==> src/rtl/clip_transport_ctrl.sv <==
// clip_transport_ctrl: multi-clip record/playback transport between the user
// controls and the sample store. Each clip owns a 2**DEPTH_W sample region
// addressed as {clip, offset}; a per-clip length table bounds playback.
// Optional build macro: LOOP_PLAY_EN (playback wraps to offset 0 at the
// recorded end and continues until the next play command).
module clip_transport_ctrl #(
  parameter int NUM_CLIPS = 4,
  parameter int DEPTH_W   = 16,
  parameter int SAMPLE_W  = 16,
  localparam int CLIP_W   = $clog2(NUM_CLIPS),
  localparam int ADDR_W   = CLIP_W + DEPTH_W
) (
  input  logic                clock_i,
  input  logic                reset_n_i,
  input  logic                play_i,
  input  logic                record_i,
  input  logic [CLIP_W-1:0]   play_clip_i,
  input  logic [CLIP_W-1:0]   record_clip_i,
  input  logic                sample_tick_i,
  input  logic [SAMPLE_W-1:0] mic_sample_i,
  output logic                mem_we_o,
  output logic                mem_re_o,
  output logic [ADDR_W-1:0]   mem_addr_o,
  output logic [SAMPLE_W-1:0] mem_wdata_o,
  input  logic [SAMPLE_W-1:0] mem_rdata_i,
  output logic [SAMPLE_W-1:0] spk_sample_o,
  output logic                spk_valid_o,
  output logic [1:0]          state_o,
  output logic [CLIP_W-1:0]   clip_o,
  output logic                empty_err_o
);

  // Lengths need one extra bit so a completely filled clip is representable.
  localparam int LEN_W = DEPTH_W + 1;

  typedef enum logic [1:0] {
    ST_IDLE   = 2'd0,
    ST_RECORD = 2'd1,
    ST_PLAY   = 2'd2
  } state_t;

  state_t                state_reg, state_next;
  logic                  play_q_reg, record_q_reg;
  logic                  play_rise, record_rise;
  logic [CLIP_W-1:0]     clip_reg, clip_next;
  logic [DEPTH_W-1:0]    offset_reg, offset_next;
  logic [LEN_W-1:0]      len_reg [NUM_CLIPS];
  logic [NUM_CLIPS-1:0]  len_hit;
  logic                  len_we;
  logic [LEN_W-1:0]      len_wval;
  logic                  mem_we_reg, mem_we_next;
  logic                  mem_re_reg, mem_re_next;
  logic [ADDR_W-1:0]     mem_addr_reg, mem_addr_next;
  logic [SAMPLE_W-1:0]   mem_wdata_reg, mem_wdata_next;
  logic                  spk_valid_reg;
  logic [SAMPLE_W-1:0]   spk_hold_reg;
  logic                  empty_err_reg, empty_err_next;
  logic [LEN_W-1:0]      offset_inc;
  logic                  last_offset;
  logic                  last_read;
  logic                  play_len_zero;

  assign play_rise     = play_i & ~play_q_reg;
  assign record_rise   = record_i & ~record_q_reg;
  assign offset_inc    = {1'b0, offset_reg} + LEN_W'(1);
  assign last_offset   = (offset_reg == {DEPTH_W{1'b1}});
  assign last_read     = (offset_inc == len_reg[clip_reg]);
  assign play_len_zero = (len_reg[play_clip_i] == '0);

  // Command edge detectors: remember last cycle's command levels.
  always_ff @(posedge clock_i or negedge reset_n_i) begin
    if (!reset_n_i) begin
      play_q_reg   <= 1'b0;
      record_q_reg <= 1'b0;
    end else begin
      play_q_reg   <= play_i;
      record_q_reg <= record_i;
    end
  end

  // State register.
  always_ff @(posedge clock_i or negedge reset_n_i) begin
    if (!reset_n_i) state_reg <= ST_IDLE;
    else            state_reg <= state_next;
  end

  // Next-state logic: record wins over play in IDLE; the other command is
  // ignored while a transport operation is active.
  always_comb begin
    state_next = state_reg;
    case (state_reg)
      ST_IDLE: begin
        if (record_rise)                      state_next = ST_RECORD;
        else if (play_rise && !play_len_zero) state_next = ST_PLAY;
      end
      ST_RECORD: begin
        if (record_rise || (sample_tick_i && last_offset)) state_next = ST_IDLE;
      end
`ifdef LOOP_PLAY_EN
      ST_PLAY: begin
        if (play_rise) state_next = ST_IDLE;
      end
`else
      ST_PLAY: begin
        if (play_rise || (sample_tick_i && last_read)) state_next = ST_IDLE;
      end
`endif
      default: state_next = ST_IDLE;
    endcase
  end

  // Output/datapath logic: memory strobes, offset and clip bookkeeping.
  always_comb begin
    clip_next      = clip_reg;
    offset_next    = offset_reg;
    mem_we_next    = 1'b0;
    mem_re_next    = 1'b0;
    mem_addr_next  = mem_addr_reg;
    mem_wdata_next = mem_wdata_reg;
    len_we         = 1'b0;
    len_wval       = offset_inc;
    empty_err_next = 1'b0;
    case (state_reg)
      ST_IDLE: begin
        if (record_rise) begin
          clip_next   = record_clip_i;
          offset_next = '0;
        end else if (play_rise) begin
          if (play_len_zero) begin
            empty_err_next = 1'b1;
          end else begin
            clip_next   = play_clip_i;
            offset_next = '0;
          end
        end
      end
      ST_RECORD: begin
        if (sample_tick_i) begin
          mem_we_next    = 1'b1;
          mem_addr_next  = {clip_reg, offset_reg};
          mem_wdata_next = mic_sample_i;
          offset_next    = offset_reg + DEPTH_W'(1);
        end
        // A tick coinciding with the stop command is counted in the length.
        if (record_rise || (sample_tick_i && last_offset)) begin
          len_we   = 1'b1;
          len_wval = sample_tick_i ? offset_inc : {1'b0, offset_reg};
        end
      end
      ST_PLAY: begin
        // A play command stops immediately; no read is issued in its cycle.
        if (!play_rise && sample_tick_i) begin
          mem_re_next   = 1'b1;
          mem_addr_next = {clip_reg, offset_reg};
`ifdef LOOP_PLAY_EN
          offset_next   = last_read ? '0 : offset_reg + DEPTH_W'(1);
`else
          offset_next   = offset_reg + DEPTH_W'(1);
`endif
        end
      end
      default: ;
    endcase
  end

  // Per-clip length table write selects.
  for (genvar gi = 0; gi < NUM_CLIPS; gi++) begin : g_len_hit
    assign len_hit[gi] = len_we && (clip_reg == CLIP_W'(gi));
  end

  // Length table: cleared on reset, since clip contents are considered lost.
  always_ff @(posedge clock_i or negedge reset_n_i) begin
    if (!reset_n_i) begin
      for (int i = 0; i < NUM_CLIPS; i++) len_reg[i] <= '0;
    end else begin
      for (int i = 0; i < NUM_CLIPS; i++) begin
        if (len_hit[i]) len_reg[i] <= len_wval;
      end
    end
  end

  // Datapath registers: memory interface, clip/offset and status pulses.
  always_ff @(posedge clock_i or negedge reset_n_i) begin
    if (!reset_n_i) begin
      clip_reg      <= '0;
      offset_reg    <= '0;
      mem_we_reg    <= 1'b0;
      mem_re_reg    <= 1'b0;
      mem_addr_reg  <= '0;
      mem_wdata_reg <= '0;
      empty_err_reg <= 1'b0;
    end else begin
      clip_reg      <= clip_next;
      offset_reg    <= offset_next;
      mem_we_reg    <= mem_we_next;
      mem_re_reg    <= mem_re_next;
      mem_addr_reg  <= mem_addr_next;
      mem_wdata_reg <= mem_wdata_next;
      empty_err_reg <= empty_err_next;
    end
  end

  // Speaker path: read data arrives the cycle after mem_re_o; it is passed
  // straight through while valid and held afterwards.
  always_ff @(posedge clock_i or negedge reset_n_i) begin
    if (!reset_n_i) begin
      spk_valid_reg <= 1'b0;
      spk_hold_reg  <= '0;
    end else begin
      spk_valid_reg <= mem_re_reg;
      if (spk_valid_reg) spk_hold_reg <= mem_rdata_i;
    end
  end

  assign spk_sample_o = spk_valid_reg ? mem_rdata_i : spk_hold_reg;
  assign spk_valid_o  = spk_valid_reg;
  assign mem_we_o     = mem_we_reg;
  assign mem_re_o     = mem_re_reg;
  assign mem_addr_o   = mem_addr_reg;
  assign mem_wdata_o  = mem_wdata_reg;
  assign state_o      = state_reg;
  assign clip_o       = clip_reg;
  assign empty_err_o  = empty_err_reg;

endmodule

==> config.mk <==
export PLATFORM = sky130hd
export DESIGN_NAME = clip_transport_ctrl
export DESIGN_NICKNAME = d
export VERILOG_FILES = /design/src/rtl/clip_transport_ctrl.sv
export SDC_FILE = /design/constraint.sdc
export NUM_CORES = 1
export LEC_CHECK = 0
export CELL_PAD_IN_SITES_DETAIL_PLACEMENT = 1
export CELL_PAD_IN_SITES_GLOBAL_PLACEMENT = 1
export CORE_MARGIN = 4
export CORE_UTILIZATION = 44
export CTS_CLUSTER_SIZE = 28
export DETAILED_ROUTE_END_ITERATION = 8
export PLACE_DENSITY = 0.87
export SYNTH_ARGS = -nofsm -noshare
export SYNTH_HDL_FRONTEND = slang
export SYNTH_SLANG_ARGS = --single-unit
==> constraint.sdc <==
create_clock -name clock_i -period 3.2 [get_ports clock_i]
set_clock_uncertainty 0.15 [all_clocks]
set_input_delay 0.48 -clock clock_i [delete_from_list [all_inputs] [get_ports clock_i]]
set_output_delay 0.48 -clock clock_i [all_outputs]
set_load 0.02 [all_outputs]
==> metrics <==
cells after synthesis 647; DRC 0; Leak 3.76 nW; footprint of the multi-input gates 0.00322 sq mm; Top delay family on crit path compound AO/OA/AOI/OAI gates; Overflow after GRT 0; Port Buffer Count 98; final wirelength 23,500 um; number of H-tree levels 4; Post-Syn Area 0.00717 sq mm; # rows 46; total CTS buffers 17; dpl hpwl 16,300 um; WP buf/inv 2; worst min-delay path category flip-flop to flip-flop; P per Cell Area 836 mW/mm^2; Post-Syn Nets 693; CP peak stage delay 0.58 ns; worst-path fanout max 16; max FFs per register 68; Setup WS post-layout 0.0724 ns; pre-CTS WS -0.0944 ns; CP max stage cell a221oi_1; DRT Pass-1 Iters 6; synth top area cells dfrtp_1 (50%), mux2_2 (7.8%), nand2_1 (4.9%); Filler Cell Count 1,674; initial drt markers 525; remaining antenna violation count 0; top-count cell post-synth dfrtp_1; Yosys top cell area share 50.2%; post-layout min period 3.13 ns; Fin Setup TNS 0 ns; outcome finished, final reports clean; CTS tree done; setup violators final 0; clock sink count 144; die area 0.0184 sq mm; buffers inserted by post-CTS timing repair 0; vias in the first global route 6,450; GPL Wtd Cong 0.898; Slew HR 26.5%; initial core utilization 45.0%; RSZ-0062 raised after global routing no; CP endpoint kind flip-flop; Max Cap Viol 0; Worst-path clk slew 0.06 ns; Longest Clk Path Bufs 2; Ys Warns 0; sequential area share after synthesis 50.2%; CTS Hold Bufs 1; Vias 5,822; CP startpoint kind input pin; Die Y-Extent 136 um; Least-Margin Pin Slew 1.10 ns; post-placement cell count 939; initial antenna violation count 1; Final Max Slew Viols 0; nets 789; Resize count post-CTS 0; Post-synth EDFFs 0; CP arrival 3.27 ns; Max rail drop VDD 0.392 mV; Post-Route Utilization 56.3%; Main synth FF type dfrtp_1; Clock Latency Late Sink 0.44 ns; post-route clock period utilization 97.7%; Required @ worst endpoint 3.35 ns; P&R area growth vs syn 25.2%; #FFs+latches synth 144; fmax 320 MHz; Top Ports 99; CTS Root Buffer Type clkbuf_16; crit-path cells clkdlybuf4s50_1 -> nor4_1 -> nand3_1 -> a221oi_1 -> nor3b_1 -> o311ai_4 -> buf_4 -> o21ai_0 -> o31ai_1; Hold WS 0.234 ns; final cell count without fillers 973; Final Hold Vio Count 0; Core ar. 0.0159 sq mm; wire per inst 24.1 um; top cell type by total area after synthesis dfrtp_1; Total GRT Usage 26.7%; routed vias/inst 5.98; Yosys cell types 62; area taken by flip-flops and latches 0.00360 sq mm; first-pass GRT wire length 37,100 um; Setup CP Type input pin to flip-flop; Horiz. Die Dim 136 um; Syn Area/Cell 11.1 sq um; FFs w/ async S/R, synth 100%; pin count of the biggest net entering global routing 73; share of layout cells above drive strength 1 19.4%; top post-synthesis cells by count dfrtp_1 (144), nand2_1 (94), o21ai_0 (54), mux2_2 (50), o21ai_1 (34)
[layout by cell type (no fill, tap or decap), types with 9 or more instances in the layout]
| cell | synthesis | final |
|---|---|---|
| nor4_1 | 16 | 16 |
| clkbuf_16 | 0 | 17 |
| buf_4 | 10 | 27 |
| xnor2_1 | 27 | 27 |
| mux2_2 | 50 | 50 |
| nand3_1 | 16 | 16 |
| mux4_2 | 14 | 14 |
| nand4_1 | 9 | 9 |
| nand2_1 | 94 | 94 |
| o21ai_1 | 34 | 34 |
| o21ai_0 | 54 | 54 |
| nor2_1 | 27 | 27 |
| clkdlybuf4s50_1 | 0 | 97 |
| o31ai_1 | 9 | 9 |
| dfrtp_1 | 144 | 144 |
[per-stage QoR]
| stage | total power (W) | area, sq um |
|---|---|---|
| after global placement | 0.00521 | 8360 |
| final | 0.00751 | 8980 |
| after global routing | 0.00782 | 8980 |
| after floorplan | 0.00419 | 7170 |
| after CTS | 0.00753 | 8980 |
| after detailed placement | 0.00543 | 8360 |
[worst reg2reg max path: stages, from the launching register on]
cell	delay [ns]
dfrtp_1	0.41
nor4_1	0.52
nand3_1	0.16
a221oi_1	0.58
nor3b_1	0.23
o311ai_4	0.31
buf_4	0.28
o21ai_0	0.17
o31ai_1	0.15
[per-layer routing]
layer	GRT usage [%]	vias up	wire (um)
met2	47.8	250	12700
met5	0	-	0
li1	-	2498	-
met4	12.4	0	843
met1	30.8	3006	8700
met3	5.09	68	1240
[report_power, final]
group | leakage (nW) | switching [W] | internal, W
combinational | 1.55 | 0.00161 | 0.00135
clock | 0.288 | 0.000791 | 0.00124
sequential | 1.92 | 0.000318 | 0.00220
[worst paths after layout]
check / to / slack [ns] / cells past startpoint / startpoint
min in group asynchronous: mem_wdata_o[1] / 0.49 / 2 / reset_n_i
worst max register to register: offset_reg[11] / 0.10 / 8 / len_reg[29]
worst min-delay path: spk_valid_o / 0.23 / 0 / mem_re_o
worst max-delay path: offset_reg[11] / 0.07 / 9 / play_clip_i[0]
worst min register to register: spk_valid_o / 0.23 / 0 / mem_re_o
max in group asynchronous: len_reg[7] / 1.63 / 3 / reset_n_i
[cell families after synthesis]
kind of cell	synth area share [%]
buffers and inverters	4.90
AO/OA/AOI/OAI	10.4
multiplexers	14.3
AND/OR/NAND/NOR	14.4
XOR/XNOR	4.90
flip-flops	50.2
adder cells (fa/ha/maj)	0.872
[final cells by class]
cell class | instances | share of cell area, %
flip-flops and latches | 144 | 40.1
multi-input cells | 445 | 35.9
repair buffers | 129 | 14.0
clock buffers | 18 | 4.89
well taps | 216 | 3.01
clock inverters | 14 | 1.85
inverters | 6 | 0.251
diodes | 1 | 0.0279
(Power assumes the default switching activity.)
